**src/rtl/clk_meter_pkg.sv**
```systemverilog
// Shared types and default sizing for the clock/waveform meter.
// Holds the level FSM encoding so the top and the bench agree on it.
package clk_meter_pkg;

  localparam int DEF_CNT_W       = 16;
  localparam int DEF_SYNC_STAGES = 2;

  typedef enum logic [1:0] {
    IDLE = 2'd0,
    HIGH = 2'd1,
    LOW  = 2'd2
  } state_t;

endpackage

```
**src/rtl/clk_meter_sync_edge_det.sv**
```systemverilog
// Brings an asynchronous input into the clk domain and flags its edges.
// rise/fall are single-cycle, derived from the synchronized level s.
module sync_edge_det #(
  parameter int SYNC_STAGES = 2
) (
  input  logic clk,
  input  logic rst,
  input  logic d,
  output logic s,
  output logic rise,
  output logic fall
);

  logic [SYNC_STAGES-1:0] chain;
  logic                   s_d;

  // Only chain[0] may go metastable; later stages give it time to settle.
  always_ff @(posedge clk) begin
    if (rst) begin
      chain <= '0;
      s_d   <= 1'b0;
    end else begin
      chain <= {chain[SYNC_STAGES-2:0], d};
      s_d   <= chain[SYNC_STAGES-1];
    end
  end

  assign s    = chain[SYNC_STAGES-1];
  assign rise = s & ~s_d;
  assign fall = ~s & s_d;

endmodule

```
**src/rtl/clk_meter.sv**
```systemverilog
// Measures high time, low time and period of sig_in in clk cycles, plus the
// delay from a phase_arm pulse to the next rising edge of sig_in.
module clk_meter
  import clk_meter_pkg::*;
#(
  parameter int CNT_W       = DEF_CNT_W,
  parameter int SYNC_STAGES = DEF_SYNC_STAGES
) (
  input  logic             clk,
  input  logic             rst,
  input  logic             en,
  input  logic             sig_in,
  input  logic             phase_arm,
  output logic             meas_valid,
  output logic [CNT_W-1:0] high_cnt,
  output logic [CNT_W-1:0] low_cnt,
  output logic [CNT_W:0]   period_cnt,
  output logic             phase_valid,
  output logic [CNT_W-1:0] phase_cnt,
  output logic             stuck
);

  localparam logic [CNT_W-1:0] CNT_MAX = '1;
  localparam logic [CNT_W-1:0] CNT_ONE = CNT_W'(1);
  localparam logic [CNT_W-1:0] CNT_SAT = CNT_MAX - CNT_ONE;

  state_t           state;
  logic [CNT_W-1:0] lvl_cnt;
  logic [CNT_W-1:0] pend_high;
  logic [CNT_W-1:0] ph_cnt;
  logic             ph_active;
  logic             s_unused;
  logic             rise;
  logic             fall;

  sync_edge_det #(
    .SYNC_STAGES(SYNC_STAGES)
  ) u_sync (
    .clk  (clk),
    .rst  (rst),
    .d    (sig_in),
    .s    (s_unused),
    .rise (rise),
    .fall (fall)
  );

  // Level FSM. A counter about to hit all-ones means the input stopped
  // toggling, so the period is abandoned and stuck is raised instead.
  always_ff @(posedge clk) begin
    if (rst) begin
      state      <= IDLE;
      lvl_cnt    <= '0;
      pend_high  <= '0;
      high_cnt   <= '0;
      low_cnt    <= '0;
      period_cnt <= '0;
      meas_valid <= 1'b0;
      stuck      <= 1'b0;
    end else begin
      meas_valid <= 1'b0;
      if (rise) begin
        stuck <= 1'b0;
      end
      if (!en) begin
        state   <= IDLE;
        lvl_cnt <= '0;
      end else begin
        unique case (state)
          IDLE: begin
            lvl_cnt <= '0;
            if (rise) begin
              state   <= HIGH;
              lvl_cnt <= CNT_ONE;
            end
          end
          HIGH: begin
            if (fall) begin
              pend_high <= lvl_cnt;
              state     <= LOW;
              lvl_cnt   <= CNT_ONE;
            end else if (lvl_cnt == CNT_SAT) begin
              stuck   <= 1'b1;
              state   <= IDLE;
              lvl_cnt <= '0;
            end else begin
              lvl_cnt <= lvl_cnt + CNT_ONE;
            end
          end
          LOW: begin
            if (rise) begin
              high_cnt   <= pend_high;
              low_cnt    <= lvl_cnt;
              period_cnt <= {1'b0, pend_high} + {1'b0, lvl_cnt};
              meas_valid <= 1'b1;
              state      <= HIGH;
              lvl_cnt    <= CNT_ONE;
            end else if (lvl_cnt == CNT_SAT) begin
              stuck   <= 1'b1;
              state   <= IDLE;
              lvl_cnt <= '0;
            end else begin
              lvl_cnt <= lvl_cnt + CNT_ONE;
            end
          end
          default: begin
            state   <= IDLE;
            lvl_cnt <= '0;
          end
        endcase
      end
    end
  end

  // Phase counter runs independently of the FSM; a rise coincident with
  // the arm reports zero, and a fresh arm always restarts the count.
  always_ff @(posedge clk) begin
    if (rst) begin
      ph_cnt      <= '0;
      ph_active   <= 1'b0;
      phase_cnt   <= '0;
      phase_valid <= 1'b0;
    end else begin
      phase_valid <= 1'b0;
      if (!en) begin
        ph_active <= 1'b0;
      end else if (phase_arm) begin
        if (rise) begin
          phase_cnt   <= '0;
          phase_valid <= 1'b1;
          ph_active   <= 1'b0;
          ph_cnt      <= '0;
        end else begin
          ph_cnt    <= CNT_ONE;
          ph_active <= 1'b1;
        end
      end else if (ph_active) begin
        if (rise) begin
          phase_cnt   <= ph_cnt;
          phase_valid <= 1'b1;
          ph_active   <= 1'b0;
        end else if (ph_cnt == CNT_MAX) begin
          ph_active <= 1'b0;
        end else begin
          ph_cnt <= ph_cnt + CNT_ONE;
        end
      end
    end
  end

endmodule

```
**config.mk**
```make
export PLATFORM = sky130hd
export DESIGN_NAME = clk_meter
export DESIGN_NICKNAME = d
export VERILOG_FILES = /design/src/rtl/clk_meter_pkg.sv /design/src/rtl/clk_meter_sync_edge_det.sv /design/src/rtl/clk_meter.sv
export SDC_FILE = /design/constraint.sdc
export NUM_CORES = 1
export LEC_CHECK = 0
export BUFFER_PORTS_ARGS = -buffer_cell sky130_fd_sc_hd__buf_2
export CELL_PAD_IN_SITES_DETAIL_PLACEMENT = 0
export CELL_PAD_IN_SITES_GLOBAL_PLACEMENT = 1
export CORE_MARGIN = 2
export CORE_UTILIZATION = 46
export CTS_CLUSTER_SIZE = 12
export DETAILED_ROUTE_END_ITERATION = 7
export PLACE_DENSITY = 0.83
export RECOVER_POWER = 100
export SETUP_SLACK_MARGIN = 0.15
export SYNTH_ARGS = -nofsm -noshare
export SYNTH_HDL_FRONTEND = slang
export SYNTH_SLANG_ARGS = --single-unit
```
**constraint.sdc**
```tcl
create_clock -name clk -period 6.4 [get_ports clk]
set_input_delay 0.96 -clock clk [delete_from_list [all_inputs] [get_ports clk]]
set_output_delay 0.96 -clock clk [all_outputs]
set_load 0.02 [all_outputs]
```
==> tab_implementation.tex <==
\begin{tabular}{lr}
\hline
Metric & Value \\
\hline
\multicolumn{2}{l}{\textbf{Outcome}} \\
\quad Run status & complete, but fails checks \\
\quad Violations in the final reports & max-capacitance violations, max-slew violations \\
\multicolumn{2}{l}{\textbf{Power and ir drop}} \\
\quad Total power after layout & 1.78 mW \\
\quad Switching portion of total power & 0.196 \\
\quad Total power per unit cell area & 274 nW/um2 \\
\quad Internal power & approximately 1.4 mW \\
\quad Proportion of power drawn by combinational gates & 0.017 \\
\quad Clock network power share & 0.552 \\
\quad Power share of the sequential group & 0.430 \\
\quad Worst IR Drop VDD & roughly 0.16 mV \\
\quad Leakage component of the power & about 2.3 nW \\
\quad Switching Power & 0.348 mW \\
\multicolumn{2}{l}{\textbf{Drt}} \\
\quad Via count & 4981 \\
\quad TritonRoute pass-1 iters & 4 \\
\quad Detail-routed net length per standard cell & roughly 16 um \\
\quad DRT antenna net count & 0 \\
\quad Violation count after the first detailed-routing iteration & 320 \\
\quad Routed vias/inst & 5.65 \\
\quad Final routed DRC violation total & 0 \\
\quad Total Wirelength & between 10 and 15 mm \\
\multicolumn{2}{l}{\textbf{Worst hold path}} \\
\quad Hold path startpoint & u\_sync.chain[0]\$\_SDFF\_PP0\_ \\
\quad Type of the worst min-delay path & flip-flop to flip-flop \\
\quad Instance count along the most critical hold path & 1 \\
\quad Hold path endpoint & u\_sync.chain[1]\$\_SDFF\_PP0\_ \\
\multicolumn{2}{l}{\textbf{Setup path}} \\
\quad CP cell instances & clkbuf\_1 -> nand3\_2 -> clkbuf\_1 -> nor2\_1 -> a32o\_1 -> or3b\_2 \\
\quad Minimum setup slack among reg-to-reg paths & approximately 2800 ps \\
\quad Logic depth of the worst register-to-register path & 7 \\
\quad First element of the critical path & en \\
\quad WP data arrival & 4100 ps \\
\quad Required time reported for the critical path endpoint & between 6000 and 7000 ps \\
\quad CP Depth & 6 \\
\quad Worst Path Max Fanout & 56 \\
\quad Cell repeated most along the worst path & sky130\_fd\_sc\_hd\_\_clkbuf\_1 \\
\quad R2r startpoint & state[0]\$\_SDFFE\_PP0P\_ \\
\quad Startpoint-to-endpoint class of the critical path & input port to flip-flop \\
\quad Nature of the critical path startpoint & input port \\
\quad Longest individual stage delay on the worst path & between 1500 and 2000 ps \\
\quad Reg2reg end & period\_cnt[13]\$\_SDFFE\_PP0P\_ \\
\quad Cell family with most CP delay & buffers and inverters \\
\quad Worst setup EP type & flip-flop \\
\quad Number of buffers and inverters on the critical path & 2 \\
\quad Slowest library cell on the worst path & sky130\_fd\_sc\_hd\_\_clkbuf\_1 \\
\multicolumn{2}{l}{\textbf{Global route}} \\
\quad Congestion Overflow GR & 0 \\
\quad Via count of the first global-routing pass & 4701 \\
\quad Initial antenna violation count & 0 \\
\quad Maximum number of pins on one net before global-route repair & between 80 and 90 \\
\quad GR Util All Layers & 0.223 \\
\quad First-pass GRT wire length & approximately 23 mm \\
\multicolumn{2}{l}{\textbf{CTS}} \\
\quad Maximum number of buffers from clock root to sink & 2 \\
\quad Postcts setup bufs & 0 \\
\quad CTS H-tree depth & 4 \\
\quad Hold Buf Count CTS & 0 \\
\quad CTS Root Buffer Type & sky130\_fd\_sc\_hd\_\_clkbuf\_16 \\
\quad Post\_cts resized & 0 \\
\quad Number of CTS-inserted buffers & 17 \\
\quad Worst skew pair latency & 420 ps \\
\quad Worst-path clk slew & 50 ps \\
\quad CTS sink cnt & 122 \\
\quad Clock tree from TritonCTS & yes \\
\multicolumn{2}{l}{\textbf{Finish}} \\
\quad Multi-input gate area & around 2900 um2 \\
\quad Layout Cell Area excl Fill & 6480 um2 \\
\quad Register area & 2440 um2 \\
\quad Antenna cells & 0 \\
\quad Final standard cell count with taps included and fillers excluded & 882 \\
\quad Fill cells & approximately 1200 \\
\quad Area growth syn-to-layout & 16.4\% \\
\quad Share of cells above drive strength 1 & 0.0585 \\
\quad Total number of nets in the final design & 752 \\
\quad Utilization after layout & 0.544 \\
\multicolumn{2}{l}{\textbf{STA}} \\
\quad Setup violation total in the final timing report & 0 \\
\quad Hold violation total from the final report & 0 \\
\quad Pin slew with the least headroom to its limit & 2340 ps \\
\quad Fmax & around 260 MHz \\
\quad RSZ-0062 raised after global routing & no \\
\quad Share of the clock period used by the worst path after layout & 0.595 \\
\quad Skew final & 6.53 ps \\
\quad Worst max-slew margin expressed relative to the limit & -0.558 \\
\quad Hold WS & 446 ps \\
\quad Clock period minus final worst setup slack & about 3800 ps \\
\quad Worst setup margin & 2590 ps \\
\quad Accumulated negative setup slack & 0 ps \\
\quad Number of pins exceeding their max-slew limit in the final report & around 110 \\
\multicolumn{2}{l}{\textbf{Die}} \\
\quad Core Region & 11900 um2 \\
\quad Initial Utilization & 0.468 \\
\quad Y dimension of the die & 114 um \\
\quad \# rows & 40 \\
\quad Ports & 73 \\
\quad Width of the die & 114 um \\
\quad Die Outline Area & between 10000 and 15000 um2 \\
\multicolumn{2}{l}{\textbf{Logic synthesis}} \\
\quad Post-synthesis cell count & around 670 \\
\quad Seq/Total Area, Yosys & 0.439 \\
\quad Top cell type by total area after synthesis & sky130\_fd\_sc\_hd\_\_dfxtp\_1 \\
\quad Count of flip-flops with a built-in enable after synthesis & 0 \\
\quad Net count after synthesis & 696 \\
\quad Synth Register Bits & 122 \\
\quad Post-Synthesis Mean Instance Area & $\sim$8.3 um2 \\
\quad Main synth FF type & sky130\_fd\_sc\_hd\_\_dfxtp\_1 \\
\quad Top post-synthesis cells by area & sky130\_fd\_sc\_hd\_\_dfxtp\_1 (44\%), sky130\_fd\_sc\_hd\_\_nand2\_1 (9.1\%), sky130\_fd\_sc\_hd\_\_a21oi\_1 (7.7\%) \\
\quad Yosys top cell area share & 0.439 \\
\quad Top cells by count, synth & sky130\_fd\_sc\_hd\_\_nand2\_1 (135), sky130\_fd\_sc\_hd\_\_dfxtp\_1 (122), sky130\_fd\_sc\_hd\_\_a21oi\_1 (86) \\
\quad Mapped Area & $\sim$5600 um2 \\
\quad Most repeated cell in the gate-level netlist after synthesis & sky130\_fd\_sc\_hd\_\_nand2\_1 \\
\quad Count of warnings emitted by yosys & 0 \\
\quad Yosys cell types & 65 \\
\quad Synth async-reset ratio & 0 \\
\multicolumn{2}{l}{\textbf{Place}} \\
\quad Number of placed cells counting well taps & 851 \\
\quad Cell area reported after detailed placement & 5970 um2 \\
\quad Half-perimeter wire length after detailed placement & 9.73 mm \\
\quad Pre-CTS worst setup slack & 3370 ps \\
\quad Number of port buffers & 72 \\
\quad Last weighted congestion value of the routability-driven placer & roughly 0.85 \\
\multicolumn{2}{l}{\textbf{Job}} \\
\quad Max-cap check violation count & 2 \\
\hline
\end{tabular}
## registers in the layout, indices dropped and copies added, names as in the netlist
| signal | cells |
|---|---|
| period_cnt | 17 |
| high_cnt | 16 |
| low_cnt | 16 |
| lvl_cnt | 16 |
| pend_high | 16 |
| ph_cnt | 16 |
| phase_cnt | 16 |
| state | 2 |
| u_sync.chain | 2 |
| meas_valid | 1 |
| ph_active | 1 |
| phase_valid | 1 |
| stuck | 1 |
| u_sync.s_d | 1 |
## power groups by stage
| stage | registers [mW] | clock network, mW | logic (mW) |
|---|---|---|---|
| 3_3_place_gp | 0.780 | 0 | 0.0300 |
| 5_1_grt | 0.764 | 1.04 | 0.0341 |
| 6_report | 0.765 | 0.982 | 0.0307 |
| 4_1_cts | 0.764 | 1.00 | 0.0311 |
| 2_1_floorplan | 0.780 | 0 | 0.0249 |
| 3_5_place_dp | 0.780 | 0 | 0.0309 |
## worst register-to-register path, stage by stage, from the launching register on
cell and delay (ps):
sky130_fd_sc_hd__dfxtp_1 380, sky130_fd_sc_hd__inv_1 80, sky130_fd_sc_hd__ha_1 290, sky130_fd_sc_hd__nand3_2 80, sky130_fd_sc_hd__clkbuf_1 1670, sky130_fd_sc_hd__nor2_1 220, sky130_fd_sc_hd__a32o_1 360, sky130_fd_sc_hd__or3b_2 430
## metal layers
metal  global-route usage  wire length [um]  share of wire
met1                0.284              6440           0.46
met2                0.367              6750           0.49
met3               0.0547               548          0.039
met4               0.0821               172          0.012
met5                    0                 0              0
## cell usage in the layout (no fill, tap or decap), drive strengths merged, types with 7 or more instances in the layout
cell	instances
xor2	11
ha	23
and3	9
nand3	32
nor2	38
o211ai	7
clkbuf	95
or3	11
a22o	16
nand2	135
nand4	7
xnor2	8
dfxtp	122
nor2b	7
nor3	8
a21oi	86
o21ai	17
inv	14
## how the worst max path moves through the flow
stage | to
after CTS | period_cnt[12]$_SDFFE_PP0P_
after floorplan | phase_cnt[0]$_SDFFE_PP0P_
after global routing | period_cnt[13]$_SDFFE_PP0P_
after global placement | ph_cnt[5]$_SDFFE_PP0P_
final | period_cnt[13]$_SDFFE_PP0P_
after detailed placement | ph_cnt[5]$_SDFFE_PP0P_
## cell families after synthesis
logic type / count (synthesis) / share of synthesized area
AND/OR/NAND/NOR: 274 / 0.232
XOR/XNOR: 19 / 0.0299
flip-flops: 122 / 0.439
adder cells (fa/ha/maj): 24 / 0.0553
buffers and inverters: 53 / 0.0416
multiplexers: 1 / 0.00180
AO/OA/AOI/OAI: 174 / 0.201
## final cells by class
class,instances,share of cell area
Sequential cell,122,0.377
Tap cell,147,0.0284
Clock buffer,24,0.0774
Clock inverter,7,0.0174
Multi-Input combinational cell,492,0.446
Inverter,14,0.00811
Timing Repair Buffer,76,0.0458
Power figures use the tool's default switching activity.
